==> config.mk <==
export PLATFORM = sky130hd
export DESIGN_NAME = nested_struct_rr_arbiter
export DESIGN_NICKNAME = d
export VERILOG_FILES = /design/src/rtl/nested_struct_rr_arbiter.sv
export SDC_FILE = /design/constraint.sdc
export NUM_CORES = 1
export LEC_CHECK = 0
export BUFFER_PORTS_ARGS = -buffer_cell sky130_fd_sc_hd__buf_2
export CAP_MARGIN = 20
export CELL_PAD_IN_SITES_DETAIL_PLACEMENT = 1
export CELL_PAD_IN_SITES_GLOBAL_PLACEMENT = 1
export CORE_MARGIN = 10
export CORE_UTILIZATION = 30
export DETAILED_ROUTE_END_ITERATION = 10
export PLACE_DENSITY = 0.9
export SETUP_SLACK_MARGIN = 0.4
export SLEW_MARGIN = 20
export SYNTH_ARGS = -nofsm -noshare
export SYNTH_HDL_FRONTEND = slang
export SYNTH_SLANG_ARGS = --single-unit
==> constraint.sdc <==
create_clock -name clk -period 6.6 [get_ports clk]
set_input_delay 0.66 -clock clk [delete_from_list [all_inputs] [get_ports clk]]
set_output_delay 0.66 -clock clk [all_outputs]
set_load 0.02 [all_outputs]
==> src/rtl/nested_struct_rr_arbiter.sv <==
// Round-robin arbiter feeding one nested-struct transform datapath from NUM_REQ sources.
// Supports locked bursts (cmd[3]) and drops packets whose base.valid is clear.

package nested_struct_rr_arbiter_pkg;

    typedef struct packed {
        logic        valid;
        logic [15:0] id;
        logic [3:0]  cmd;
        logic        ready;
    } base_t;

    typedef struct packed {
        logic [7:0]  addr;
        logic [31:0] data;
        base_t       base;
    } nested_struct_t;

endpackage

module nested_struct_rr_arbiter
    import nested_struct_rr_arbiter_pkg::*;
#(
    parameter  int unsigned NUM_REQ   = 4,
    parameter  int unsigned MAX_BURST = 4,
    parameter  int unsigned PKT_W     = 62,
    localparam int unsigned IDX_W     = $clog2(NUM_REQ)
) (
    input  logic                     clk,
    input  logic                     rst,
    input  logic [NUM_REQ-1:0]       req_valid,
    input  logic [NUM_REQ*PKT_W-1:0] req_data,
    output logic [NUM_REQ-1:0]       req_ready,
    output logic                     out_valid,
    output logic [PKT_W-1:0]         out_data,
    input  logic                     out_ready,
    output logic [IDX_W-1:0]         grant_idx,
    output logic                     locked,
    output logic [7:0]               drop_cnt
);

    localparam int unsigned BURST_W = 4;
    localparam logic [BURST_W:0] BURST_LIM = (BURST_W+1)'(MAX_BURST);

    typedef enum logic {
        UNLOCKED = 1'b0,
        LOCKED   = 1'b1
    } lock_state_e;

    lock_state_e        state_q, state_d;
    logic [IDX_W-1:0]   rr_ptr_q, rr_ptr_d;
    logic [IDX_W-1:0]   grant_q, grant_d;
    logic [BURST_W-1:0] burst_q, burst_d;
    logic               out_valid_q, out_valid_d;
    nested_struct_t     out_data_q, out_data_d;
    logic [7:0]         drop_q, drop_d;

    logic               win_found;
    logic [IDX_W-1:0]   win_idx;
    logic [IDX_W-1:0]   win_next;
    nested_struct_t     win_pkt;
    logic               can_accept;
    logic               accept;

    // Winner search: lock owner only, else first valid from rr_ptr upward.
    always_comb begin
        win_found = 1'b0;
        win_idx   = '0;
        if (state_q == LOCKED) begin
            win_found = req_valid[grant_q];
            win_idx   = grant_q;
        end else begin
            for (int unsigned k = 0; k < NUM_REQ; k++) begin
                if (!win_found && req_valid[IDX_W'((32'(rr_ptr_q) + k) % NUM_REQ)]) begin
                    win_found = 1'b1;
                    win_idx   = IDX_W'((32'(rr_ptr_q) + k) % NUM_REQ);
                end
            end
        end
    end

    assign win_pkt    = nested_struct_t'(req_data[32'(win_idx)*PKT_W +: PKT_W]);
    assign win_next   = (win_idx == IDX_W'(NUM_REQ-1)) ? '0 : win_idx + IDX_W'(1);
    assign can_accept = !out_valid_q || out_ready;
    assign accept     = !rst && can_accept && win_found;

    always_comb begin
        req_ready = '0;
        if (accept) begin
            req_ready[win_idx] = 1'b1;
        end
    end

    // Next-state: output slot, drop counter, round-robin pointer and burst lock.
    always_comb begin
        state_d     = state_q;
        rr_ptr_d    = rr_ptr_q;
        grant_d     = grant_q;
        burst_d     = burst_q;
        out_valid_d = out_valid_q && !out_ready;
        out_data_d  = out_data_q;
        drop_d      = drop_q;
        if (accept) begin
            if (!win_pkt.base.valid) begin
                rr_ptr_d = win_next;
                if (drop_q != 8'hFF) begin
                    drop_d = drop_q + 8'd1;
                end
            end else begin
                out_valid_d = 1'b1;
                out_data_d  = win_pkt;
                grant_d     = win_idx;
                if (state_q == UNLOCKED) begin
                    if (win_pkt.base.cmd[3] && (MAX_BURST > 32'd1)) begin
                        state_d = LOCKED;
                        burst_d = BURST_W'(1);
                    end else begin
                        rr_ptr_d = win_next;
                    end
                end else if (win_pkt.base.cmd[3] &&
                             (({1'b0, burst_q} + (BURST_W+1)'(1)) < BURST_LIM)) begin
                    burst_d = burst_q + BURST_W'(1);
                end else begin
                    state_d  = UNLOCKED;
                    burst_d  = '0;
                    rr_ptr_d = win_next;
                end
            end
        end
    end

    always_ff @(posedge clk) begin
        if (rst) begin
            state_q     <= UNLOCKED;
            rr_ptr_q    <= '0;
            grant_q     <= '0;
            burst_q     <= '0;
            out_valid_q <= 1'b0;
            out_data_q  <= '0;
            drop_q      <= '0;
        end else begin
            state_q     <= state_d;
            rr_ptr_q    <= rr_ptr_d;
            grant_q     <= grant_d;
            burst_q     <= burst_d;
            out_valid_q <= out_valid_d;
            out_data_q  <= out_data_d;
            drop_q      <= drop_d;
        end
    end

    assign out_valid = out_valid_q;
    assign out_data  = PKT_W'(out_data_q);
    assign grant_idx = grant_q;
    assign locked    = (state_q == LOCKED);
    assign drop_cnt  = drop_q;

endmodule
==> impl_results.md <==
- Status: finished clean
- Final Power: 2.69 mW
- Die X-Extent: 149 um
- Layout Nets: 1,303
- CTS tree: yes
- Logic pwr share: 0.576
- Routed WL per cell: 18.5 um
- WP data arrival: 4.60 ns
- Busiest metal layer after global routing: met2
- Die ar.: around 22,000 um^2
- Via count of the routed design: roughly 6.5k
- Critical setup path kind: reg -> reg
- Dpl ws: 1.82 ns
- Min-Delay Endpoint: out_data[61]
- Number of synthesized flops with an enable pin: 0
- Synth top area cells: dfxtp_1 (32%), nand2_1 (26%), a222oi_1 (6.4%)
- Initial DRC count: between 200 and 300
- Final HPWL DP: about 18,000 um
- Tcrit/Tclk final: 0.669
- Post-Syn Area per Cell: between 6 and 7 um^2
- Clock latency on the worst-skew pair: 0.34 ns
- Pin count of the biggest net entering global routing: 91
- Area post-placement: 6780 um^2
- FF-to-FF End: out_data[27]
- Initial core utilization: 0.304
- Final worst slack: 2.19 ns
- Switching part of the total: 0.485
- Placed cell count: 1,251
- Hold Path Origin: out_data[61]
- Post-CTS sizing: 0
- Total gr overflow: 0
- Remaining DRCs: 0
- # hold bufs at CTS: 0
- Fraction of layout cells with a size suffix above 1: 0.351
- Maximum buffer depth of the clock tree: 2
- # Post-CTS Setup Buffers: 0
- Clock power share: 0.176
- RSZ-0062 raised after global routing: false
- Top cells by count, synth: nand2_1 (342), dfxtp_1 (80), nor2_1 (55), a21oi_1 (35), clkbuf_1 (35)
- Max Fclk: ~0.23 GHz
- Fin cells: 1,268
- Sequential-to-total area share from yosys stat: 0.320
- Hold path cells: 2
- H-Tree Depth: 3
- Worst-case vdd ir drop: 173 uV
- Synth Instances: around 750
- Flop pwr share: 0.249
- CP required: 6.79 ns
- Most used DFF post-synth: dfxtp_1
- Root Driver: clkbuf_16
- Most common cell in the netlist: nand2_1
- Reg2reg setup slack: roughly 2.2 ns
- Fin util: 0.429
- Worst slew margin: 0.309
- Internal power: 1.38 mW
- Clock sinks: 80
- Reg clk slew, reported paths: 0.06 ns
- CP Capture Type: flip-flop
- Synth area leader: dfxtp_1
- Via density: 5.15
- Yosys cell types: 48
- Placeable Area: 16,500 um^2
- Post-route cell area: between 7000 and 8000 um^2
- Yosys top cell area share: 0.320
- Initial antenna violation count: 0
- Met2 Usage GRT: 0.337
- Drt first pass iters: 6
- Total track usage: 0.195
- Cell Rows: 47
- Met3 track demand over resource: 0.0798
- Pwr per Cell Area: 381 nW/um^2
- CTS Buf Count: 9
- Met1 usage: 0.209
- Final-report hold violation count: 0
- Max-cap viol count: 0
- Hold Crit Class: reg -> reg
- CP Launch Type: flip-flop
- Slew @ Worst Pin: 1.04 ns
- Port buffer count: about 330
- Final setup viols: 0
- Final wirelength: 23,400 um
- GPL Wtd Cong: between 0.8 and 0.9
- Number of global-route vias before repair: 6,814
- Reg2reg path depth: 8
- Antenna Nets Post-Route: 0
- Post-Route Skew: 0.00979 ns
- Async SR Flop Fraction: 0
- First-pass GRT wire length: 35,300 um
- Crit path time final: 4.41 ns
- Hold_ws: 0.454 ns
- Syn Nets: 1,012
- Area growth from synthesis to layout: 41.0%
- Leakage power: between 3 and 4 nW
- I/O pin total: 333
- DIE HEIGHT: 149 um
- Max-slew violations: 0
- Crit Path Max Fanout: 90
- NetSw: 1.31 mW
- Total number of yosys warnings: 0
- Fin Setup TNS: 0 ns
- Yosys reg bits: 80
- Post-Syn Area: 5000 um^2
- R2R Path Start: locked
how the worst max path moves through the flow:
stage / startpoint / end / slack [ns]
2_1_floorplan: req_valid[0] / req_ready[1] / 3.53
3_3_place_gp: req_valid[0] / out_data[27] / 2.04
3_5_place_dp: req_valid[0] / out_data[27] / 1.82
4_1_cts: locked / out_data[27] / 2.10
5_1_grt: locked / out_data[19] / 1.80
6_report: locked / out_data[27] / 2.19
state kept, by name, summed over array words and instances, names as in the netlist:
signal	cells
burst_q	4
out_data	62
drop_cnt	8
rr_ptr_q	2
grant_idx	2
out_valid	1
locked	1
layout by cell type (no fill, tap or decap), drive strengths merged, types with 10 or more instances in the layout:
cell type and instances:
nor2 56, a21oi 35, nand2 343, and3 29
a222oi 32, inv 10, dfxtp 80, a311o 28
buf 338, nand3 10, clkbuf 11
logic make-up (layout without fill, tap and decap cells):
| group | after synthesis | in the layout | synth area share |
|---|---|---|---|
| buf+inv | 68 | 364 | 0.0550 |
| other cells | 0 | 1 | 0 |
| compound gates | 117 | 117 | 0.188 |
| flops | 80 | 80 | 0.320 |
| mux | 8 | 8 | 0.0237 |
| xor+xnor | 6 | 6 | 0.0105 |
| simple gates | 466 | 466 | 0.387 |
| fa+ha+maj | 6 | 6 | 0.0150 |
critical path, cell delays in order, from the launching register on:
cell and delay (ns):
dfxtp_1 0.60, nand2_1 0.12, o21ai_0 0.13, nand3_2 0.70
inv_1 1.00, mux4_2 0.42, nand2_4 0.48, a222oi_1 0.58
nor2_1 0.10
power groups by stage:
stage                     Sequential (mW)  Combinational, mW  Clock, mW
after global routing                0.683               1.72      0.501
after detailed placement            0.677               1.56          0
after CTS                           0.668               1.57      0.488
after global placement              0.672               1.52          0
final                               0.669               1.55      0.472
after floorplan                     0.795              0.955          0
layer usage:
| metal | part of all wire | vias to the layer above |
|---|---|---|
| li1 | - | 3144 |
| met1 | 0.39 | 3059 |
| met2 | 0.48 | 293 |
| met3 | 0.11 | 32 |
| met4 | 0.023 | 0 |
| met5 | 0 | - |
final cells by class:
class / count / area [um^2]
fill: 2231 / 9410
multi-input combinational: 603 / 3160
timing repair buffer: 338 / 1710
sequential: 80 / 1600
tap: 220 / 275
clock buffer: 11 / 243
inverter: 10 / 40.0
clock inverter: 5 / 32.5
antenna: 1 / 2.50
No activity file was read; power rests on OpenSTA's default activity.
